[src/rtl/frac_dec_div.sv]
// Sequential signed divider: 2W-bit dividend by W-bit divisor, truncating toward zero.
// Restoring shift-subtract, one quotient bit per clock, start/busy/done handshake.
module frac_dec_div #(
    parameter int DATA_WIDTH = 16
) (
    input  logic                      clk_i,
    input  logic                      rst_ni,
    input  logic                      start_i,
    input  logic [2*DATA_WIDTH-1:0]   dividend_i,
    input  logic [DATA_WIDTH-1:0]     divisor_i,
    output logic                      busy_o,
    output logic                      done_o,
    output logic [DATA_WIDTH-1:0]     quotient_o,
    output logic [DATA_WIDTH-1:0]     remainder_o,
    output logic                      overflow_o,
    output logic                      div_by_zero_o
);

    localparam int W = DATA_WIDTH;
    localparam logic [W-1:0] MaxPos   = {1'b0, {(W-1){1'b1}}};
    localparam logic [W-1:0] MinNeg   = {1'b1, {(W-1){1'b0}}};
    localparam logic [W-1:0] LastIter = W'(W - 1);

    typedef enum logic [1:0] {IDLE, CALC, FIN} state_e;

    state_e         state_q, state_d;
    logic           done_q, done_d;
    logic [W-1:0]   quot_q, quot_d;
    logic [W-1:0]   rem_q, rem_d;
    logic           ovf_q, ovf_d;
    logic           dbz_q, dbz_d;
    logic           sq_q, sq_d;
    logic           sr_q, sr_d;
    logic           excOvf_q, excOvf_d;
    logic           excDbz_q, excDbz_d;
    logic [W:0]     partial_q, partial_d;
    logic [W-1:0]   dvdLow_q, dvdLow_d;
    logic [W-1:0]   dvsMag_q, dvsMag_d;
    logic [W-1:0]   qMag_q, qMag_d;
    logic [W-1:0]   cnt_q, cnt_d;

    logic [2*W-1:0] dvdAbs;
    logic [W-1:0]   dvsAbs;
    logic           capDbz;
    logic           capOvf;
    logic [W:0]     shifted;
    logic           geq;
    logic           lateOvf;

    // Most-negative inputs negate to themselves, which is the correct unsigned magnitude.
    assign dvdAbs  = dividend_i[2*W-1] ? -dividend_i : dividend_i;
    assign dvsAbs  = divisor_i[W-1] ? -divisor_i : divisor_i;
    assign capDbz  = (divisor_i == '0);
    assign capOvf  = !capDbz && (dvdAbs[2*W-1:W] >= dvsAbs);

    assign shifted = {partial_q[W-1:0], dvdLow_q[W-1]};
    assign geq     = (shifted >= {1'b0, dvsMag_q});
    assign lateOvf = sq_q ? (qMag_q > MinNeg) : (qMag_q > MaxPos);

    assign busy_o        = (state_q != IDLE);
    assign done_o        = done_q;
    assign quotient_o    = quot_q;
    assign remainder_o   = rem_q;
    assign overflow_o    = ovf_q;
    assign div_by_zero_o = dbz_q;

    always_comb begin
        state_d   = state_q;
        done_d    = 1'b0;
        quot_d    = quot_q;
        rem_d     = rem_q;
        ovf_d     = ovf_q;
        dbz_d     = dbz_q;
        sq_d      = sq_q;
        sr_d      = sr_q;
        excOvf_d  = excOvf_q;
        excDbz_d  = excDbz_q;
        partial_d = partial_q;
        dvdLow_d  = dvdLow_q;
        dvsMag_d  = dvsMag_q;
        qMag_d    = qMag_q;
        cnt_d     = cnt_q;

        case (state_q)
            IDLE: begin
                if (start_i) begin
                    sq_d      = dividend_i[2*W-1] ^ divisor_i[W-1];
                    sr_d      = dividend_i[2*W-1];
                    dvsMag_d  = dvsAbs;
                    // The upper half is already known to be below the divisor, so it seeds the partial remainder.
                    partial_d = {1'b0, dvdAbs[2*W-1:W]};
                    dvdLow_d  = dvdAbs[W-1:0];
                    qMag_d    = '0;
                    cnt_d     = '0;
                    excDbz_d  = capDbz;
                    excOvf_d  = capOvf;
                    state_d   = (capDbz || capOvf) ? FIN : CALC;
                end
            end
            CALC: begin
                partial_d = geq ? (shifted - {1'b0, dvsMag_q}) : shifted;
                qMag_d    = {qMag_q[W-2:0], geq};
                dvdLow_d  = {dvdLow_q[W-2:0], 1'b0};
                cnt_d     = cnt_q + 1'b1;
                if (cnt_q == LastIter) begin
                    state_d = FIN;
                end
            end
            FIN: begin
                done_d  = 1'b1;
                state_d = IDLE;
                if (excDbz_q) begin
                    quot_d = sr_q ? MinNeg : MaxPos;
                    rem_d  = '0;
                    ovf_d  = 1'b0;
                    dbz_d  = 1'b1;
                end else if (excOvf_q || lateOvf) begin
                    quot_d = sq_q ? MinNeg : MaxPos;
                    rem_d  = '0;
                    ovf_d  = 1'b1;
                    dbz_d  = 1'b0;
                end else begin
                    quot_d = sq_q ? -qMag_q : qMag_q;
                    rem_d  = sr_q ? -partial_q[W-1:0] : partial_q[W-1:0];
                    ovf_d  = 1'b0;
                    dbz_d  = 1'b0;
                end
            end
            default: state_d = IDLE;
        endcase
    end

    always_ff @(posedge clk_i or negedge rst_ni) begin
        if (!rst_ni) begin
            state_q   <= IDLE;
            done_q    <= 1'b0;
            quot_q    <= '0;
            rem_q     <= '0;
            ovf_q     <= 1'b0;
            dbz_q     <= 1'b0;
            sq_q      <= 1'b0;
            sr_q      <= 1'b0;
            excOvf_q  <= 1'b0;
            excDbz_q  <= 1'b0;
            partial_q <= '0;
            dvdLow_q  <= '0;
            dvsMag_q  <= '0;
            qMag_q    <= '0;
            cnt_q     <= '0;
        end else begin
            state_q   <= state_d;
            done_q    <= done_d;
            quot_q    <= quot_d;
            rem_q     <= rem_d;
            ovf_q     <= ovf_d;
            dbz_q     <= dbz_d;
            sq_q      <= sq_d;
            sr_q      <= sr_d;
            excOvf_q  <= excOvf_d;
            excDbz_q  <= excDbz_d;
            partial_q <= partial_d;
            dvdLow_q  <= dvdLow_d;
            dvsMag_q  <= dvsMag_d;
            qMag_q    <= qMag_d;
            cnt_q     <= cnt_d;
        end
    end

endmodule

[config.mk]
export PLATFORM = sky130hd
export DESIGN_NAME = frac_dec_div
export DESIGN_NICKNAME = d
export VERILOG_FILES = /design/src/rtl/frac_dec_div.sv
export SDC_FILE = /design/constraint.sdc
export NUM_CORES = 1
export LEC_CHECK = 0
export CORE_AREA = 4 4 233 144
export DETAILED_ROUTE_END_ITERATION = 10
export DIE_AREA = 0 0 237 148
export PLACE_DENSITY = 0.44
export RECOVER_POWER = 50
export SYNTH_ARGS = -nofsm -noshare
export SYNTH_HDL_FRONTEND = slang
export SYNTH_SLANG_ARGS = --single-unit
[constraint.sdc]
create_clock -name clk_i -period 2.9 [get_ports clk_i]
set_clock_uncertainty 0.1 [all_clocks]
set_input_delay 0.58 -clock clk_i [delete_from_list [all_inputs] [get_ports clk_i]]
set_output_delay 0.58 -clock clk_i [all_outputs]
set_load 0.05 [all_outputs]
==> flow_summary.yaml, run 1 <==
floorplanning:
  dieArea_sq_mm: 0.0351
  io_pins: 87
  start_util_pct: 25.0
  die_h_um: 148
  rows: 50
  coreArea_sq_mm: 0.0311
  die_w_um: 237
synth:
  async_reset_ff_share_pct: 100
  syn-mean-instance-area_sq_um: 8.88
  synth_area_sq_mm: 0.00777
  ys_types: 68
  synthCells: 875
  synth_fp_nets: 964
  seq_area_frac_synth_pct: 39.0
  synth_edf_count: 0
  synth_warnings: 0
  synthFlopType: "dfrtp_1"
  ys_ff_latch: 121
cts:
  cts-root-buf: "clkbuf_16"
  clkTransAtPathRegs_ns: 0.06
  cts_made_buffers: 17
  clock_sinks: 121
  postCtsHoldBufs: 0
  cts_tree: "yes"
  worstSkewPairLatency_ns: 0.42
  clock_path_buffers: 2
  htreeDepth: 4
route:
  wl_met2_um: 9320
  drc_errors: 0
  route.met3.wl_um: 1580
  ant_nets: 0
  vias: 7540
  wl_met1_um: 15100
  drt_iter0_markers: 493
  routed.top_layer: "met4"
  wl_per_cell_um: 16.6
  first_pass_iters: 5
  via_per_inst: 4.75
  totalWireLength_um: 26300
cells_and_area:
  design_area_sq_mm: 0.0114
  layout-drive-gt1-share_pct: 26.3
  n_antenna_cell: 0
  layout_commonest_cell: "buf_4"
  final_cell_mix: "204 x buf_4, 121 x dfrtp_1, 107 x nand2_1, 91 x o21ai_0, 68 x clkdlybuf4s50_1"
  final_net_count: 1246
  fin_cells: 1586
  area_growth_pct: 47.3
sta:
  finalSetupTns_ns: -1.45
  rsz0062_at_grt: "yes"
  slew_headroom_pct: 12.8
  setup_violations: 4
  finalCritPeriodShare_pct: 117
  hold_viol: 0
  finalMaxSlewViolations: 0
  finalWorstSetupSlack_ns: -0.495
  period_needed_ns: 3.39
  max_freq_ghz: 0.295
  worst_slew_pin_slew_ns: 1.31
run:
  max-cap-violations: 0
critical_path:
  reg2reg_slack_ns: 0.12
  cp_max_fo: 3
  end_kind: "flop"
  reg2regPathDepth: 10
  rr_endpoint: "partial_q[0]"
  cp.required_ns: 3.10
  critPathKind: "primary input to flop"
  cp-start-kind: "primary input"
  arrival_ns: 3.60
  r2r_start: "partial_q[9]"
global_routing:
  grt_usage_pct: 15.1
  overflow: 0
  grt_pass1_wl_um: 42000
  grt_pass1_vias: 7280
  antenna_found_initial: 0
  grt_max_degree: 44
power_and_ir_drop:
  vdd.ir_drop.worst_mv: 0.382
  p_leak_nw: 5.11
  p_total_mw: 11.7
  power_density_mw_per_mm2: 1020
status:
  violations: "negative setup slack"
  status: "finished with violations"
placed_design:
  detailed_place_hpwl_um: 20100
  finalWeightedCongestion: 0.871
  dp.cells: 1501
  portBuffers: 86
  dpl_cell_area_sq_mm: 0.0103
min_path:
  hold_class: "primary input to asynchronous set/reset pin"
[report_power, final]
group	total, mW	switching, mW	internal [mW]
registers	2.72	0.433	2.29
logic	6.82	4.04	2.77
clock network	2.14	0.828	1.32
[worst max path at each step]
stage	from	endpoint	slack [ns]	cells past startpoint
finish	dividend_i[14]	state_q[1]	-0.49	14
global route	dividend_i[14]	state_q[1]	-0.57	14
CTS	dividend_i[13]	state_q[1]	-0.48	14
detailed placement	dividend_i[12]	state_q[1]	-1.34	14
global placement	dividend_i[1]	state_q[1]	-1.27	16
floorplan	dividend_i[12]	state_q[1]	-0.72	13
[Yosys cell counts (all sizes together) (4+ instances only)]
| cell type | count | area share (%) |
|---|---|---|
| a21o | 9 | 0.87 |
| a21oi | 45 | 2.9 |
| a22o | 14 | 1.6 |
| a22oi | 15 | 1.4 |
| a31oi | 8 | 0.64 |
| and3 | 8 | 0.64 |
| buf | 13 | 1.0 |
| clkbuf | 30 | 1.4 |
| dfrtp | 121 | 39 |
| ha | 37 | 6.0 |
| inv | 33 | 1.6 |
| mux2i | 10 | 1.3 |
| nand2 | 110 | 5.4 |
| nand2b | 10 | 0.81 |
| nand3 | 18 | 1.2 |
| nand4 | 13 | 1.0 |
| nor2 | 32 | 1.5 |
| nor2b | 7 | 0.56 |
| nor3 | 14 | 0.90 |
| nor4 | 11 | 1.3 |
| o211ai | 4 | 0.39 |
| o21ai | 132 | 8.5 |
| o22ai | 13 | 1.0 |
| o31ai | 19 | 1.9 |
| o41ai | 11 | 1.5 |
| or3 | 6 | 0.48 |
| or4 | 6 | 0.63 |
| xnor2 | 39 | 4.4 |
| xor2 | 44 | 5.0 |
[flip-flops by register name, summed over array words and instances (netlist names)]
| register | cells |
|---|---|
| cnt_q | 16 |
| qMag_q | 16 |
| state_q | 2 |
| sr_q | 1 |
| overflow_o | 1 |
| partial_q | 16 |
| div_by_zero_o | 1 |
| dvsMag_q | 16 |
| excDbz_q | 1 |
| sq_q | 1 |
| quotient_o | 16 |
| dvdLow_q | 16 |
| done_o | 1 |
| excOvf_q | 1 |
| remainder_o | 16 |
[kinds of logic after synthesis]
logic type | share of synthesized area, %
adders and majority gates | 6.21
muxes | 1.72
AOI/OAI and AO/OA | 24.0
buffers and inverters | 4.09
DFF | 39.0
and+or+nand+nor | 15.7
xor gates and xnor gates | 9.35
[per-stage QoR]
stage | hold WS (ns) | utilization [%] | setup WS, ns
after global routing | 0.383 | 36.8 | -0.567
after CTS | 0.0929 | 36.3 | -0.478
after global placement | 0.362 | 33.0 | -1.27
after detailed placement | 0.371 | 33.0 | -1.34
final | 0.283 | 36.8 | -0.495
after floorplan | 0.184 | - | -0.722
[worst max-delay path: stages]
cell	delay, ns
buf_6	0.09
or4_4	0.52
and4bb_4	0.35
nand2_4	0.06
o41ai_4	0.33
xnor2_2	0.19
ha_1	0.29
a21o_1	0.16
a21o_1	0.15
a21o_1	0.15
a211o_1	0.26
o2111ai_2	0.09
nand4_1	0.12
o211a_1	0.24
[final cells by class]
| cell class | count | area [sq um] |
|---|---|---|
| inverter | 34 | 130 |
| tap | 416 | 520 |
| multi-input combinational | 677 | 4680 |
| clock buffer | 19 | 453 |
| timing repair buffer | 306 | 2490 |
| sequential | 121 | 3030 |
| fill | 3170 | 19600 |
| clock inverter | 13 | 146 |
[routing by layer]
layer  GRT usage, %  vias to the layer above
met4           2.92                        0
li1               -                     3763
met1           25.3                     3544
met5              0                        -
met3           3.75                       21
met2           18.7                      212
[what timing repair did]
item                       in CTS  in global routing
gates resized for setup        62                 41
gates cloned                    0                  0
pin swaps                      33                 36
buffers inserted               46                 11
setup endpoints to repair       5                 17
Power figures use the tool's default switching activity.
==> run 2: changes to the inputs <==
==> config.mk (replaced) <==
export PLATFORM = sky130hd
export DESIGN_NAME = frac_dec_div
export DESIGN_NICKNAME = d
export VERILOG_FILES = /design/src/rtl/frac_dec_div.sv
export SDC_FILE = /design/constraint.sdc
export NUM_CORES = 1
export LEC_CHECK = 0
export CORE_AREA = 4 4 139 241
export DETAILED_ROUTE_END_ITERATION = 10
export DIE_AREA = 0 0 143 245
export PLACE_DENSITY = 0.43
export RECOVER_POWER = 50
export SETUP_SLACK_MARGIN = 0.3
export SYNTH_ARGS = -nofsm -noshare
export SYNTH_HDL_FRONTEND = slang
export SYNTH_SLANG_ARGS = --single-unit
==> run 2 against run 1 <==
The run ends with max-capacitance violations, max-slew violations, negative setup slack left. Non-clock buffer count shrank 8. Sequential cell count stayed put. Count of clock-buffer cells in the layout is 2 higher. Global-route usage decreased by 0.42 points. Design area rose by 1.3%. Clock power shrank 3%. Sequential share of layout area shrank 0.35 points. Critical path depth stayed put. Critical path type unchanged. Largest cell class unchanged. Highest routed layer unchanged.
==> flow_summary.yaml, run 2 (synthesis results as in run 1) <==
cells_and_area:
  register_area_sq_mm: 0.00303
  nFillCells: 3265
  area_growth_pct: 49.3
  layout-drive-gt1-share_pct: 28.7
  design_area_sq_mm: 0.0116
  layout_commonest_cell: "buf_4"
  n_antenna_cell: 0
  multi_input_area_sq_mm: 0.00484
  final_net_count: 1238
  final_cell_mix: "174 x buf_4, 121 x dfrtp_1, 107 x nand2_1, 89 x o21ai_0, 54 x clkdlybuf4s50_1"
route:
  via_per_inst: 4.80
  first_pass_iters: 4
  drc_errors: 0
  vias: 7480
  ant_nets: 0
  totalWireLength_um: 25000
  wl_per_cell_um: 16.0
  drt_iter0_markers: 275
cts:
  cts_made_buffers: 17
  cts-root-buf: "clkbuf_16"
  clock_sinks: 121
  worstSkewPairLatency_ns: 0.43
  clkTransAtPathRegs_ns: 0.06
  cts_tree: "yes"
  htreeDepth: 4
  clock_path_buffers: 2
power_and_ir_drop:
  clkPwrFrac_pct: 17.0
  power.switching_mw: 5.41
  p_leak_nw: 5.18
  vdd.ir_drop.worst_mv: 0.547
  combinationalPowerShare_pct: 60.6
  power_density_mw_per_mm2: 1050
  swShare_pct: 44.6
  p_total_mw: 12.1
  p_int_mw: 6.72
  p_seq_share_pct: 22.4
critical_path:
  critical-path-slowest-cell: "or4_4"
  end_kind: "flop"
  critPathBufInv: 1
  worstPathCellList: "buf_6 -> or4_4 -> and4bb_4 -> nand2_4 -> o41ai_4 -> xnor2_2 -> ha_1 -> a21o_1 -> a21o_1 -> a21o_1 -> a211o_1 -> o2111ai_2 -> nand4_1 -> o211a_1"
  critPathKind: "primary input to flop"
  arrival_ns: 3.57
  critical_path.top_delay_family: "compound AO/OA/AOI/OAI gates"
  worst_path_most_repeated_cell: "a21o_1"
  crit_start: "dividend_i[14]"
  cp.required_ns: 3.12
  r2r_start: "dvsMag_q[8]"
  cp_max_fo: 3
  cp-start-kind: "primary input"
  max_stage_delay_ns: 0.52
sta:
  finalCritPeriodShare_pct: 115
  setup_violations: 4
  hold_viol: 0
  finalWorstSetupSlack_ns: -0.444
  slew_headroom_pct: -29.3
  worst_slew_pin_slew_ns: 1.94
  period_needed_ns: 3.34
  finalMaxSlewViolations: 34
  rsz0062_at_grt: "yes"
  max_freq_ghz: 0.299
floorplanning:
  dieArea_sq_mm: 0.0350
  rows: 86
  coreArea_sq_mm: 0.0315
  io_pins: 87
  start_util_pct: 24.6
  die_w_um: 143
  die_h_um: 245
status:
  violations: "max-capacitance violations, max-slew violations, negative setup slack"
  status: "finished with violations"
placed_design:
  portBuffers: 86
  dpl_cell_area_sq_mm: 0.0103
  detailed_place_hpwl_um: 18900
  finalWeightedCongestion: 0.860
min_path:
  worstHoldStart: "overflow_o"
  hold_class: "flop to flop"
global_routing:
  antenna_found_initial: 0
  grt_pass1_wl_um: 40800
  grt_usage_pct: 14.7
  overflow: 0
  grt_max_degree: 56
  grt_pass1_vias: 7712
run:
  max-cap-violations: 1
[run 2: cell count changes in the layout (fill, tap and decap cells not counted), sizes merged, moves of 4 or more]
cell / change
dlymetal6s2s: +8
clkbuf: +6
clkdlybuf4s50: -14
dlygate4sd2: -4
[run 2: timing repair]
action                     4_1_cts  5_1_grt
hold buffers                     0        0
resized for setup               94      103
buffers inserted                32       16
setup endpoints to repair       22       53
pin swaps                       32       51
[run 2: stage by stage]
stage	hold slack, ns	TNS [ns]	util (%)	setup WS, ns	std cells
global placement	0.362	-7.63	32.5	-1.26	1478
finish	0.376	-1.12	36.8	-0.444	1558
global route	0.406	-3.76	36.8	-0.597	1558
CTS	0.0216	-1.66	35.6	-0.460	1542
floorplan	0.184	-1.93	-	-0.722	875
detailed placement	0.372	-8.12	32.5	-1.29	1478
[run 2: layout make-up]
type                       instances  share of cell area [%]
clock inverter                    11                    1.07
tap                              396                    4.27
inverter                          34                    1.14
sequential                       121                    26.1
clock buffer                      21                    3.88
multi-input combinational        677                    41.7
timing repair buffer             298                    21.8
[run 2: power by group through the flow]
stage | Sequential [mW] | Combinational (mW) | Clock, mW
6_report | 2.71 | 7.35 | 2.07
5_1_grt | 2.80 | 8.12 | 2.20
3_3_place_gp | 2.72 | 6.76 | 0
4_1_cts | 2.71 | 7.02 | 2.13
3_5_place_dp | 2.73 | 6.77 | 0
2_1_floorplan | 3.33 | 3.80 | 0
[run 2: worst register-to-register path: stages, from the launching register on]
cell and delay (ns):
dfrtp_1 0.38, inv_1 0.08, ha_2 0.33, a21oi_4 0.19, nor2_2 0.07, o41a_1 0.35
a31oi_4 0.21, a21oi_2 0.12, buf_4 0.17, o32a_1 0.27, and2_1 0.13
[run 2: path summary, 6_finish.rpt]
path                                  to  slack (ns)  cells past startpoint
max in group asynchronous     qMag_q[15]        0.43                      2
min in group asynchronous    dvsMag_q[3]        0.59                      1
hold reg to reg               overflow_o        0.38                      2
setup reg to reg           partial_q[14]        0.39                     10
hold / removal                overflow_o        0.38                      2
setup / recovery              state_q[1]       -0.44                     14
[run 2: layer usage]
layer	track usage [%]	wire [um]
met1	16.8	9980
met5	0	0
met3	2.16	796
met4	6.27	870
met2	26.7	13400
==> run 3: changes to the inputs <==
--- a/config.mk
+++ b/config.mk
@@ -5,10 +5,10 @@
 export SDC_FILE = /design/constraint.sdc
 export NUM_CORES = 1
 export LEC_CHECK = 0
-export CORE_AREA = 4 4 139 241
+export CORE_AREA = 4 4 95 165
 export DETAILED_ROUTE_END_ITERATION = 10
-export DIE_AREA = 0 0 143 245
-export PLACE_DENSITY = 0.43
+export DIE_AREA = 0 0 99 169
+export PLACE_DENSITY = 0.79
 export RECOVER_POWER = 50
 export SETUP_SLACK_MARGIN = 0.3
 export SYNTH_ARGS = -nofsm -noshare
==> run 3 against run 2 <==
Via count grew 11%. Die area shrank 52%. The flow finishes with violations (negative setup slack). Sequential power grew 6%. Sequential share of layout area grew 1.3 points. Non-clock buffer count shrank 28. Core utilization grew 41 points. Wire length grew 3.7%. Fmax shrank 7.2%. Final cell count shrank 16%. Critical path depth grew 3. Total power grew 2.6%. Design area shrank 4.7%.
==> flow_summary.yaml, run 3 (synthesis results as in run 1) <==
cts:
  clock_sinks: 121
  cts_tree: "yes"
  htreeDepth: 4
  postCtsHoldBufs: 0
  clock_path_buffers: 2
  cts_made_buffers: 17
  clkTransAtPathRegs_ns: 0.06
  worstSkewPairLatency_ns: 0.42
  cts-root-buf: "clkbuf_16"
route:
  drc_errors: 0
  ant_nets: 0
  wl_met1_um: 8930
  route.met3.wl_um: 1750
  vias: 8289
  first_pass_iters: 8
  via_per_inst: 6.31
  routed.top_layer: "met4"
  wl_per_cell_um: 19.7
  drt_iter0_markers: 873
  wl_met2_um: 13500
  totalWireLength_um: 25900
status:
  status: "finished with violations"
  violations: "negative setup slack"
critical_path:
  critPathKind: "primary input to flop"
  critical_path.top_delay_family: "compound AO/OA/AOI/OAI gates"
  cp.required_ns: 3.11
  cp-start-kind: "primary input"
  worstPathCellList: "buf_2 -> inv_2 -> ha_4 -> or3b_4 -> and2b_1 -> nand2_1 -> o31ai_1 -> xor2_1 -> buf_4 -> ha_1 -> nand2b_1 -> a21o_1 -> a21oi_1 -> nor2b_1 -> o21ai_2 -> a21oi_2 -> o211a_1"
  max_stage_delay_ns: 0.38
  critical-path-slowest-cell: "o31ai_1"
  cp_max_fo: 3
  critPathBufInv: 3
  end_kind: "flop"
  arrival_ns: 3.81
cells_and_area:
  final_net_count: 1210
  nFillCells: 870
  n_antenna_cell: 0
  fin_cells: 1314
  layout-drive-gt1-share_pct: 25.8
  layout_commonest_cell: "buf_4"
  utilization_pct: 77.3
  area_growth_pct: 42.3
  final_cell_mix: "167 x buf_4, 120 x dfrtp_1, 108 x nand2_1, 90 x o21ai_0, 61 x clkdlybuf4s50_1"
global_routing:
  overflow: 0
  grt_pass1_wl_um: 37600
  grt_pass1_vias: 8127
  grt_usage_pct: 27.5
  antenna_found_initial: 0
  grt_max_degree: 66
sta:
  rsz0062_at_grt: "yes"
  hold_viol: 0
  finalSetupTns_ns: -1.99
  setup_violations: 3
  finalCritPeriodShare_pct: 124
  finalMaxSlewViolations: 0
  slew_headroom_pct: 6.54
  finalWorstSetupSlack_ns: -0.703
  worst_slew_pin_slew_ns: 1.40
  period_needed_ns: 3.60
  max_freq_ghz: 0.278
run:
  max-cap-violations: 0
power_and_ir_drop:
  vdd.ir_drop.worst_mv: 0.602
  power_density_mw_per_mm2: 1130
  p_total_mw: 12.4
  p_leak_nw: 5.00
floorplanning:
  start_util_pct: 54.4
  die_h_um: 169
  dieArea_sq_mm: 0.0167
  die_w_um: 99
  io_pins: 87
  rows: 58
  coreArea_sq_mm: 0.0143
placed_design:
  portBuffers: 86
  detailed_place_hpwl_um: 15700
  finalWeightedCongestion: 0.946
  dp_slack_ns: -1.28
  dp.cells: 1249
min_path:
  hold_class: "primary input to asynchronous set/reset pin"
## run 3: layer usage
metal | vias up | GRT usage [%]
met1 | 3943 | 27.9
met4 | 0 | 18.8
met2 | 498 | 50.1
met3 | 164 | 4.74
met5 | - | 0
li1 | 3684 | -
## run 3: path summary, 6_finish.rpt
path / startpoint / end / slack, ns / cells past startpoint
setup / recovery: dividend_i[0] / state_q[1] / -0.70 / 17
hold / removal: rst_ni / dvsMag_q[4] / 0.26 / 1
setup reg to reg: dvsMag_q[12] / partial_q[0] / 0.17 / 9
hold reg to reg: remainder_o[7] / remainder_o[7] / 0.38 / 2
max in group asynchronous: rst_ni / qMag_q[2] / 0.35 / 2
min in group clk_i: remainder_o[7] / remainder_o[7] / 0.38 / 2
## run 3: what timing repair did
item                                    CTS  global route
pin swaps                                24            43
buffers inserted                         14            19
gates resized for setup                  82            57
endpoints found under the setup margin   24            44
## run 3: final cells by class
type / instances / area, sq um / share of cell area (%)
repair buffers: 270 / 2260 / 20.4
clock inverters: 14 / 139 / 1.26
inverters: 34 / 128 / 1.15
well taps: 180 / 225 / 2.04
clock buffers: 18 / 439 / 3.97
multi-input cells: 677 / 4840 / 43.8
flip-flops and latches: 121 / 3030 / 27.4
## run 3: report_power, final
group | internal, mW | switching [mW] | total, mW
registers | 2.29 | 0.581 | 2.87
clock network | 1.22 | 0.865 | 2.09
logic | 3.09 | 4.40 | 7.49
## run 3: stage by stage
stage               cell area (sq um)  hold slack, ns
floorplan                        7800           0.184
global placement                 9860           0.359
detailed placement               9860           0.370
CTS                             10700          0.0653
global route                    11100           0.340
finish                          11100           0.256
## run 3: worst register-to-register path, delay by kind of cell (launching register included)
| family | cells | cell delay (ns) |
|---|---|---|
| adders and majority gates | 1 | 0.23 |
| muxes | 1 | 0.35 |
| buffers and inverters | 1 | 0.10 |
| AOI/OAI and AO/OA | 6 | 1.45 |
| DFF | 1 | 0.40 |
